--- src/rtl/arb_pkg.sv ---
// Shared types and defaults for the two-phase arbiter requester.
package arb_pkg;

  // Requester FSM: waiting for work, requesting beats, one-cycle fairness gap.
  typedef enum logic [1:0] {
    ST_IDLE    = 2'd0,
    ST_REQ     = 2'd1,
    ST_RELEASE = 2'd2
  } arb_state_t;

  localparam int ARB_DEPTH      = 4;
  localparam int ARB_LEN_W      = 4;
  localparam int ARB_WAIT_LIMIT = 15;

endpackage

--- src/rtl/arb_job_fifo.sv ---
// Pending-job FIFO: stores job lengths, exposes the head combinationally.
module arb_job_fifo #(
  parameter int DEPTH = 4,
  parameter int W     = 4
) (
  input  logic                     clk,
  input  logic                     rst,
  input  logic                     push,
  input  logic                     pop,
  input  logic [W-1:0]             din,
  output logic [W-1:0]             head,
  output logic                     full,
  output logic                     empty,
  output logic [$clog2(DEPTH):0]   count
);

  localparam int AW = (DEPTH > 1) ? $clog2(DEPTH) : 1;
  localparam int CW = $clog2(DEPTH) + 1;

  logic [W-1:0]  mem [DEPTH];
  logic [AW-1:0] wr_ptr_reg, rd_ptr_reg;
  logic [CW-1:0] count_reg, count_next;
  logic          push_ok, pop_ok;

  assign full    = (count_reg == CW'(DEPTH));
  assign empty   = (count_reg == '0);
  assign push_ok = push && !full;
  assign pop_ok  = pop && !empty;
  assign head    = mem[rd_ptr_reg];
  assign count   = count_reg;

  // Storage entries carry no reset; validity is tracked by the pointers alone.
  for (genvar gi = 0; gi < DEPTH; gi++) begin : g_entry
    always_ff @(posedge clk) begin
      if (push_ok && (wr_ptr_reg == AW'(gi))) mem[gi] <= din;
    end
  end

  // Occupancy follows push/pop; a simultaneous pair leaves it unchanged.
  always_comb begin
    count_next = count_reg;
    case ({push_ok, pop_ok})
      2'b10:   count_next = count_reg + CW'(1);
      2'b01:   count_next = count_reg - CW'(1);
      default: count_next = count_reg;
    endcase
  end

  // Pointer and occupancy registers; power-of-two depth lets pointers wrap naturally.
  always_ff @(posedge clk or negedge rst) begin
    if (!rst) begin
      wr_ptr_reg <= '0;
      rd_ptr_reg <= '0;
      count_reg  <= '0;
    end else begin
      if (push_ok) wr_ptr_reg <= wr_ptr_reg + AW'(1);
      if (pop_ok)  rd_ptr_reg <= rd_ptr_reg + AW'(1);
      count_reg <= count_next;
    end
  end

endmodule

--- src/rtl/arb2_requester.sv ---
// Requester front-end: queues jobs, requests one grant per beat, leaves a
// one-cycle gap between jobs and flags starvation of the pending request.
module arb2_requester
  import arb_pkg::*;
#(
  parameter int DEPTH      = ARB_DEPTH,
  parameter int LEN_W      = ARB_LEN_W,
  parameter int WAIT_LIMIT = ARB_WAIT_LIMIT
) (
  input  logic                   clk,
  input  logic                   rst,
  input  logic                   job_valid,
  input  logic [LEN_W-1:0]       job_len,
  output logic                   job_ready,
  output logic                   req,
  input  logic                   gnt,
  output logic                   done,
  output logic                   busy,
  output logic                   starve,
  output logic [$clog2(DEPTH):0] count
);

  localparam int CW = $clog2(DEPTH) + 1;
  localparam int WW = (WAIT_LIMIT < 1) ? 1 : $clog2(WAIT_LIMIT + 1);

  arb_state_t        state_reg, state_next;
  logic [LEN_W-1:0]  beat_reg, beat_next;
  logic [WW-1:0]     wait_reg, wait_next;
  logic              done_reg, done_next;
  logic              fifo_full, fifo_empty, fifo_push, fifo_pop;
  logic [LEN_W-1:0]  head_len, head_beats;
  logic [CW-1:0]     fifo_count;

  arb_job_fifo #(.DEPTH(DEPTH), .W(LEN_W)) u_fifo (
    .clk   (clk),
    .rst   (rst),
    .push  (fifo_push),
    .pop   (fifo_pop),
    .din   (job_len),
    .head  (head_len),
    .full  (fifo_full),
    .empty (fifo_empty),
    .count (fifo_count)
  );

  // Readiness is judged on pre-pop occupancy, so a full FIFO refuses even when draining.
  assign job_ready  = !fifo_full;
  assign fifo_push  = job_valid && job_ready;
  // A zero-length job still needs one granted beat.
  assign head_beats = (head_len == '0) ? LEN_W'(1) : head_len;

  assign req    = (state_reg == ST_REQ);
  assign done   = done_reg;
  assign busy   = (state_reg != ST_IDLE) || !fifo_empty;
  assign starve = (wait_reg == WW'(WAIT_LIMIT));
  assign count  = fifo_count;

  // Next-state, beat accounting, pop and done generation.
  always_comb begin
    state_next = state_reg;
    beat_next  = beat_reg;
    done_next  = 1'b0;
    fifo_pop   = 1'b0;
    case (state_reg)
      ST_IDLE: begin
        if (!fifo_empty) begin
          state_next = ST_REQ;
          beat_next  = head_beats;
        end
      end
      ST_REQ: begin
        if (gnt) begin
          if (beat_reg == LEN_W'(1)) begin
            fifo_pop   = 1'b1;
            done_next  = 1'b1;
            beat_next  = '0;
            state_next = ST_RELEASE;
          end else begin
            beat_next = beat_reg - LEN_W'(1);
          end
        end
      end
      ST_RELEASE: begin
        if (!fifo_empty) begin
          state_next = ST_REQ;
          beat_next  = head_beats;
        end else begin
          state_next = ST_IDLE;
        end
      end
      default: begin
        state_next = ST_IDLE;
        beat_next  = '0;
      end
    endcase
  end

  // Ungranted-request counter; any grant clears it, which also covers leaving REQ.
  always_comb begin
    wait_next = wait_reg;
    if (gnt) begin
      wait_next = '0;
    end else if (state_reg != ST_REQ) begin
      wait_next = '0;
    end else if (wait_reg != WW'(WAIT_LIMIT)) begin
      wait_next = wait_reg + WW'(1);
    end
  end

  // State and counter registers.
  always_ff @(posedge clk or negedge rst) begin
    if (!rst) begin
      state_reg <= ST_IDLE;
      beat_reg  <= '0;
      wait_reg  <= '0;
      done_reg  <= 1'b0;
    end else begin
      state_reg <= state_next;
      beat_reg  <= beat_next;
      wait_reg  <= wait_next;
      done_reg  <= done_next;
    end
  end

endmodule

--- config.mk ---
export PLATFORM = sky130hd
export DESIGN_NAME = arb2_requester
export DESIGN_NICKNAME = d
export VERILOG_FILES = /design/src/rtl/arb_pkg.sv /design/src/rtl/arb_job_fifo.sv /design/src/rtl/arb2_requester.sv
export SDC_FILE = /design/constraint.sdc
export NUM_CORES = 1
export LEC_CHECK = 0
export ABC_CLOCK_PERIOD_IN_PS = 4600
export CORE_MARGIN = 5
export CORE_UTILIZATION = 30
export CTS_CLUSTER_DIAMETER = 60
export CTS_CLUSTER_SIZE = 12
export DETAILED_ROUTE_END_ITERATION = 16
export DONT_BUFFER_PORTS = 1
export PLACE_DENSITY = 0.41
export REMOVE_ABC_BUFFERS = 1
export SLEW_MARGIN = 40
export SYNTH_ARGS = -nofsm -noshare
export SYNTH_HDL_FRONTEND = slang
export SYNTH_HIERARCHICAL = 1
export SYNTH_SLANG_ARGS = --single-unit
--- constraint.sdc ---
create_clock -name clk -period 4.6 [get_ports clk]
set_clock_uncertainty 0.05 [all_clocks]
set_input_delay 0.69 -clock clk [delete_from_list [all_inputs] [get_ports clk]]
set_output_delay 0.69 -clock clk [all_outputs]
set_load 0.05 [all_outputs]
==> flow_summary.html <==
<table>
<tr><th>Metric</th><th>Value</th></tr>
<tr><th colspan="2">Synth</th></tr>
<tr><td>Synthesized area</td><td>1660 um2</td></tr>
<tr><td>Sequential element share of the synthesized area</td><td>56.2%</td></tr>
<tr><td>Synth warnings</td><td>6</td></tr>
<tr><td>Top cells by area in the synthesized netlist</td><td>edfxtp_1 29%, dfrtp_1 27%, ha_1 6.0%, mux4_2 5.4%, inv_1 2.7%</td></tr>
<tr><td>Post-synthesis average cell area</td><td>13.5 um2</td></tr>
<tr><td>Portion of synthesized cell area occupied by the leading cell type</td><td>29.0%</td></tr>
<tr><td>Number of standard cells after synthesis</td><td>123</td></tr>
<tr><td>Top cell type by total area after synthesis</td><td>edfxtp_1</td></tr>
<tr><td>Number of synthesized register bits</td><td>34</td></tr>
<tr><td>Distinct cells, synth</td><td>41</td></tr>
<tr><th colspan="2">Clocking</th></tr>
<tr><td>Clock transition at the registers of the reported paths</td><td>0.07 ns</td></tr>
<tr><td>Clock buffer depth</td><td>2</td></tr>
<tr><td>Buffer cell driving the clock tree root</td><td>clkbuf_8</td></tr>
<tr><td>Clock latency reported for the late side of the worst-skew pair</td><td>0.29 ns</td></tr>
<tr><td>PostCTS Resize Cnt</td><td>0</td></tr>
<tr><td>H-tree depth</td><td>2</td></tr>
<tr><td>CTS tree</td><td>yes</td></tr>
<tr><td>Hold-fix buffers, CTS</td><td>0</td></tr>
<tr><td>Sink Count</td><td>34</td></tr>
<tr><td>Number of buffers added by the clock tree synthesis step</td><td>5</td></tr>
<tr><td>Setup Buffers After CTS</td><td>0</td></tr>
<tr><th colspan="2">Timing</th></tr>
<tr><td>Number of hold-slack violations in the final timing report</td><td>0</td></tr>
<tr><td>Setup TNS</td><td>0 ns</td></tr>
<tr><td>Slew headroom</td><td>57.6%</td></tr>
<tr><td>Min Tclk post-route</td><td>2.71 ns</td></tr>
<tr><td>Highest clock rate</td><td>369 MHz</td></tr>
<tr><td>RSZ-0062 raised after global routing</td><td>no</td></tr>
<tr><td>Post-route fraction of the period consumed by the critical path</td><td>58.9%</td></tr>
<tr><td>Max Transition Viols Final</td><td>0</td></tr>
<tr><td>Fin Hold WS</td><td>0.0439 ns</td></tr>
<tr><td>Transition time at the pin with the least slew margin</td><td>0.636 ns</td></tr>
<tr><td>Count of final setup violators</td><td>0</td></tr>
<tr><th colspan="2">Die</th></tr>
<tr><td>Vertical die dimension</td><td>84.3 um</td></tr>
<tr><td>Cell Rows</td><td>27</td></tr>
<tr><td>Die outline area</td><td>7110 um2</td></tr>
<tr><td>Starting density of the core</td><td>30.5%</td></tr>
<tr><td>I/O pin count</td><td>16</td></tr>
<tr><td>Die width</td><td>84.3 um</td></tr>
<tr><td>Floorplan core area</td><td>5440 um2</td></tr>
<tr><th colspan="2">Cells and area</th></tr>
<tr><td>Signed area change from the synthesized netlist to the final layout</td><td>11.1%</td></tr>
<tr><td>Fraction of layout instances using a drive strength above 1</td><td>18.0%</td></tr>
<tr><td>N_diodes</td><td>0</td></tr>
<tr><td>Final standard cell count with taps included and fillers excluded</td><td>200</td></tr>
<tr><td>Number of nets in the layout</td><td>144</td></tr>
<tr><td>Core utilization of the finished layout</td><td>33.8%</td></tr>
<tr><td>Number of flip-flops under the largest register name</td><td>16</td></tr>
<tr><th colspan="2">Placed design</th></tr>
<tr><td>Final HPWL from detailed placement</td><td>2260 um</td></tr>
<tr><td>Post-placement cell count</td><td>192</td></tr>
<tr><td>Number of port buffers</td><td>0</td></tr>
<tr><td>Final estimated routing congestion in global placement</td><td>0.847</td></tr>
<tr><th colspan="2">Pwr</th></tr>
<tr><td>Cell Pwr Density</td><td>698 nW/um2</td></tr>
<tr><td>Reported leakage power</td><td>0.752 nW</td></tr>
<tr><td>Total power consumption of the routed design</td><td>0.00128 W</td></tr>
<tr><td>Worst-case vdd ir drop</td><td>0.164 mV</td></tr>
<tr><th colspan="2">Worst setup path</th></tr>
<tr><td>Number of gates on the worst path with buffers counted</td><td>11</td></tr>
<tr><td>Nature of the critical path endpoint</td><td>flip-flop</td></tr>
<tr><td>Most repeated library cell on the critical path</td><td>inv_1</td></tr>
<tr><td>Critical Path, Cell by Cell</td><td>or3b_4, inv_1, nor2b_1, and2_4, inv_1, ha_1, inv_1, fa_1, xor2_1, nor2_1, xor2_1</td></tr>
<tr><td>Worst EP required</td><td>4.70 ns</td></tr>
<tr><td>Worst-path fanout max</td><td>6</td></tr>
<tr><td>Arrival @ worst endpoint</td><td>2.81 ns</td></tr>
<tr><td>Standard cell with the maximum stage delay on the critical path</td><td>dfrtp_1</td></tr>
<tr><td>Buffers plus inverters on the worst setup path</td><td>3</td></tr>
<tr><td>Stage delay of the slowest cell on the critical path</td><td>0.72 ns</td></tr>
<tr><td>Cell depth of the worst flop-to-flop path</td><td>11</td></tr>
<tr><td>Crit path max-delay family</td><td>simple AND/OR/NAND/NOR gates</td></tr>
<tr><td>Sort of element at the start of the critical path</td><td>flip-flop</td></tr>
<tr><td>Worst Setup Path Type</td><td>reg -&gt; reg</td></tr>
<tr><th colspan="2">Hold path</th></tr>
<tr><td>Type of the worst min-delay path</td><td>in -&gt; async</td></tr>
<tr><th colspan="2">Route</th></tr>
<tr><td>Via total after detailed routing</td><td>943</td></tr>
<tr><td>Routed length on met1</td><td>1330 um</td></tr>
<tr><td>Number of DRC markers after the initial detailed-route iteration</td><td>17</td></tr>
<tr><td>Uppermost routed layer</td><td>met4</td></tr>
<tr><td>Wire length on met3</td><td>156 um</td></tr>
<tr><td>WL final</td><td>2910 um</td></tr>
<tr><td>Drt first pass iters</td><td>4</td></tr>
<tr><td>Number of nets with antenna violations after detailed routing</td><td>0</td></tr>
<tr><td>Mean number of vias per cell</td><td>4.72</td></tr>
<tr><td>Met2 WL post-DR</td><td>1370 um</td></tr>
<tr><td>Number of remaining DRC errors</td><td>0</td></tr>
<tr><td>Wire length per cell after detailed routing</td><td>14.6 um</td></tr>
<tr><th colspan="2">GRT</th></tr>
<tr><td>Antenna violations before repair</td><td>0</td></tr>
<tr><td>Via count of the first global-routing pass</td><td>999</td></tr>
<tr><td>Global router's overall resource usage</td><td>9.30%</td></tr>
<tr><td>First-pass GRT wire length</td><td>5060 um</td></tr>
<tr><td>Remaining Overflow, GRT</td><td>0</td></tr>
<tr><td>Maximum number of pins on one net before global-route repair</td><td>19</td></tr>
<tr><th colspan="2">Outcome</th></tr>
<tr><td>Result of the run</td><td>complete, no violations</td></tr>
<tr><th colspan="2">Run</th></tr>
<tr><td>Max-cap viol count</td><td>0</td></tr>
</table>
[final cells by class]
| type | instances | area [um2] |
|---|---|---|
| fillers | 548 | 3600 |
| flip-flops and latches | 34 | 931 |
| multi-input cells | 74 | 661 |
| well taps | 72 | 90.1 |
| clock buffers | 5 | 68.8 |
| clock inverters | 3 | 45.0 |
| inverters | 12 | 45.0 |
[logic make-up after synthesis]
logic type	count (synthesis)	synth area share, %
AO/OA/AOI/OAI	15	8.38
adder cells (fa/ha/maj)	9	7.25
buffers and inverters	15	3.93
XOR/XNOR	7	3.70
multiplexers	8	8.23
AND/OR/NAND/NOR	35	12.3
flip-flops	34	56.2
[per-stage QoR]
step | setup WS [ns] | instance area, um2
final | 1.89 | 1840
after global routing | 1.71 | 1840
after CTS | 1.85 | 1840
after detailed placement | 1.86 | 1730
after global placement | 1.89 | 1730
after floorplan | 2.06 | 1640
[cell usage after synthesis]
cell type	number
or3b_4	1
a21bo_1	1
and3_1	1
dfrtp_1	18
buf_2	1
nor2_1	7
or3b_1	1
o21ai_0	1
nand2_1	5
a31oi_4	1
and3_2	4
clkbuf_1	1
xor2_1	4
nor2b_1	1
a21oi_1	1
a32oi_1	1
fa_1	1
nor3b_1	1
mux4_2	4
nand2b_1	2
mux2_4	1
and4_1	2
nor3_1	6
and2_4	1
o211ai_1	2
a211o_1	1
inv_1	12
and2b_1	2
nand3_1	1
o2bb2ai_1	2
o221ai_2	1
ha_1	8
o31a_2	1
xnor2_1	3
a31oi_1	1
mux2i_1	2
mux2_2	1
edfxtp_1	16
a21o_1	1
buf_6	1
a41oi_1	1
[power breakdown]
| group | internal (W) | leakage (nW) | switching [W] |
|---|---|---|---|
| logic | 0.000209 | 0.333 | 0.000233 |
| clock network | 0.000161 | 0.0504 | 0.000114 |
| registers | 0.000417 | 0.368 | 0.000149 |
| total | 0.000787 | 0.752 | 0.000497 |
[metal layers]
metal	track usage, %	up-vias
li1	-	455
met1	10.7	466
met2	14.9	16
met3	3.93	6
met4	4.39	0
met5	0	-
[final timing paths]
check	slack, ns	end	startpoint
min reg2reg	0.45	beat_reg[3]	beat_reg[3]
min in group clk	0.44	u_fifo/mem[2][1]	job_len[1]
max reg2reg	1.89	u_fifo/count[2]	u_fifo/count[2]
max in group asynchronous	4.38	u_fifo/count[1]	rst
max	1.89	u_fifo/count[2]	u_fifo/count[2]
min	0.04	state_reg[1]	rst
[placed cells by master, fill, tap and decap left out, types with 2 or more instances in the layout]
cell,instances
dfrtp_1,18
edfxtp_1,16
inv_1,12
ha_1,8
nor2_1,7
nor3_1,6
nand2_1,5
clkbuf_8,5
xor2_1,4
mux4_2,4
and3_2,4
xnor2_1,3
nand2b_1,2
and4_1,2
mux2i_1,2
o211ai_1,2
o2bb2ai_1,2
and2b_1,2
clkinvlp_4,2
Power figures use the tool's default switching activity.
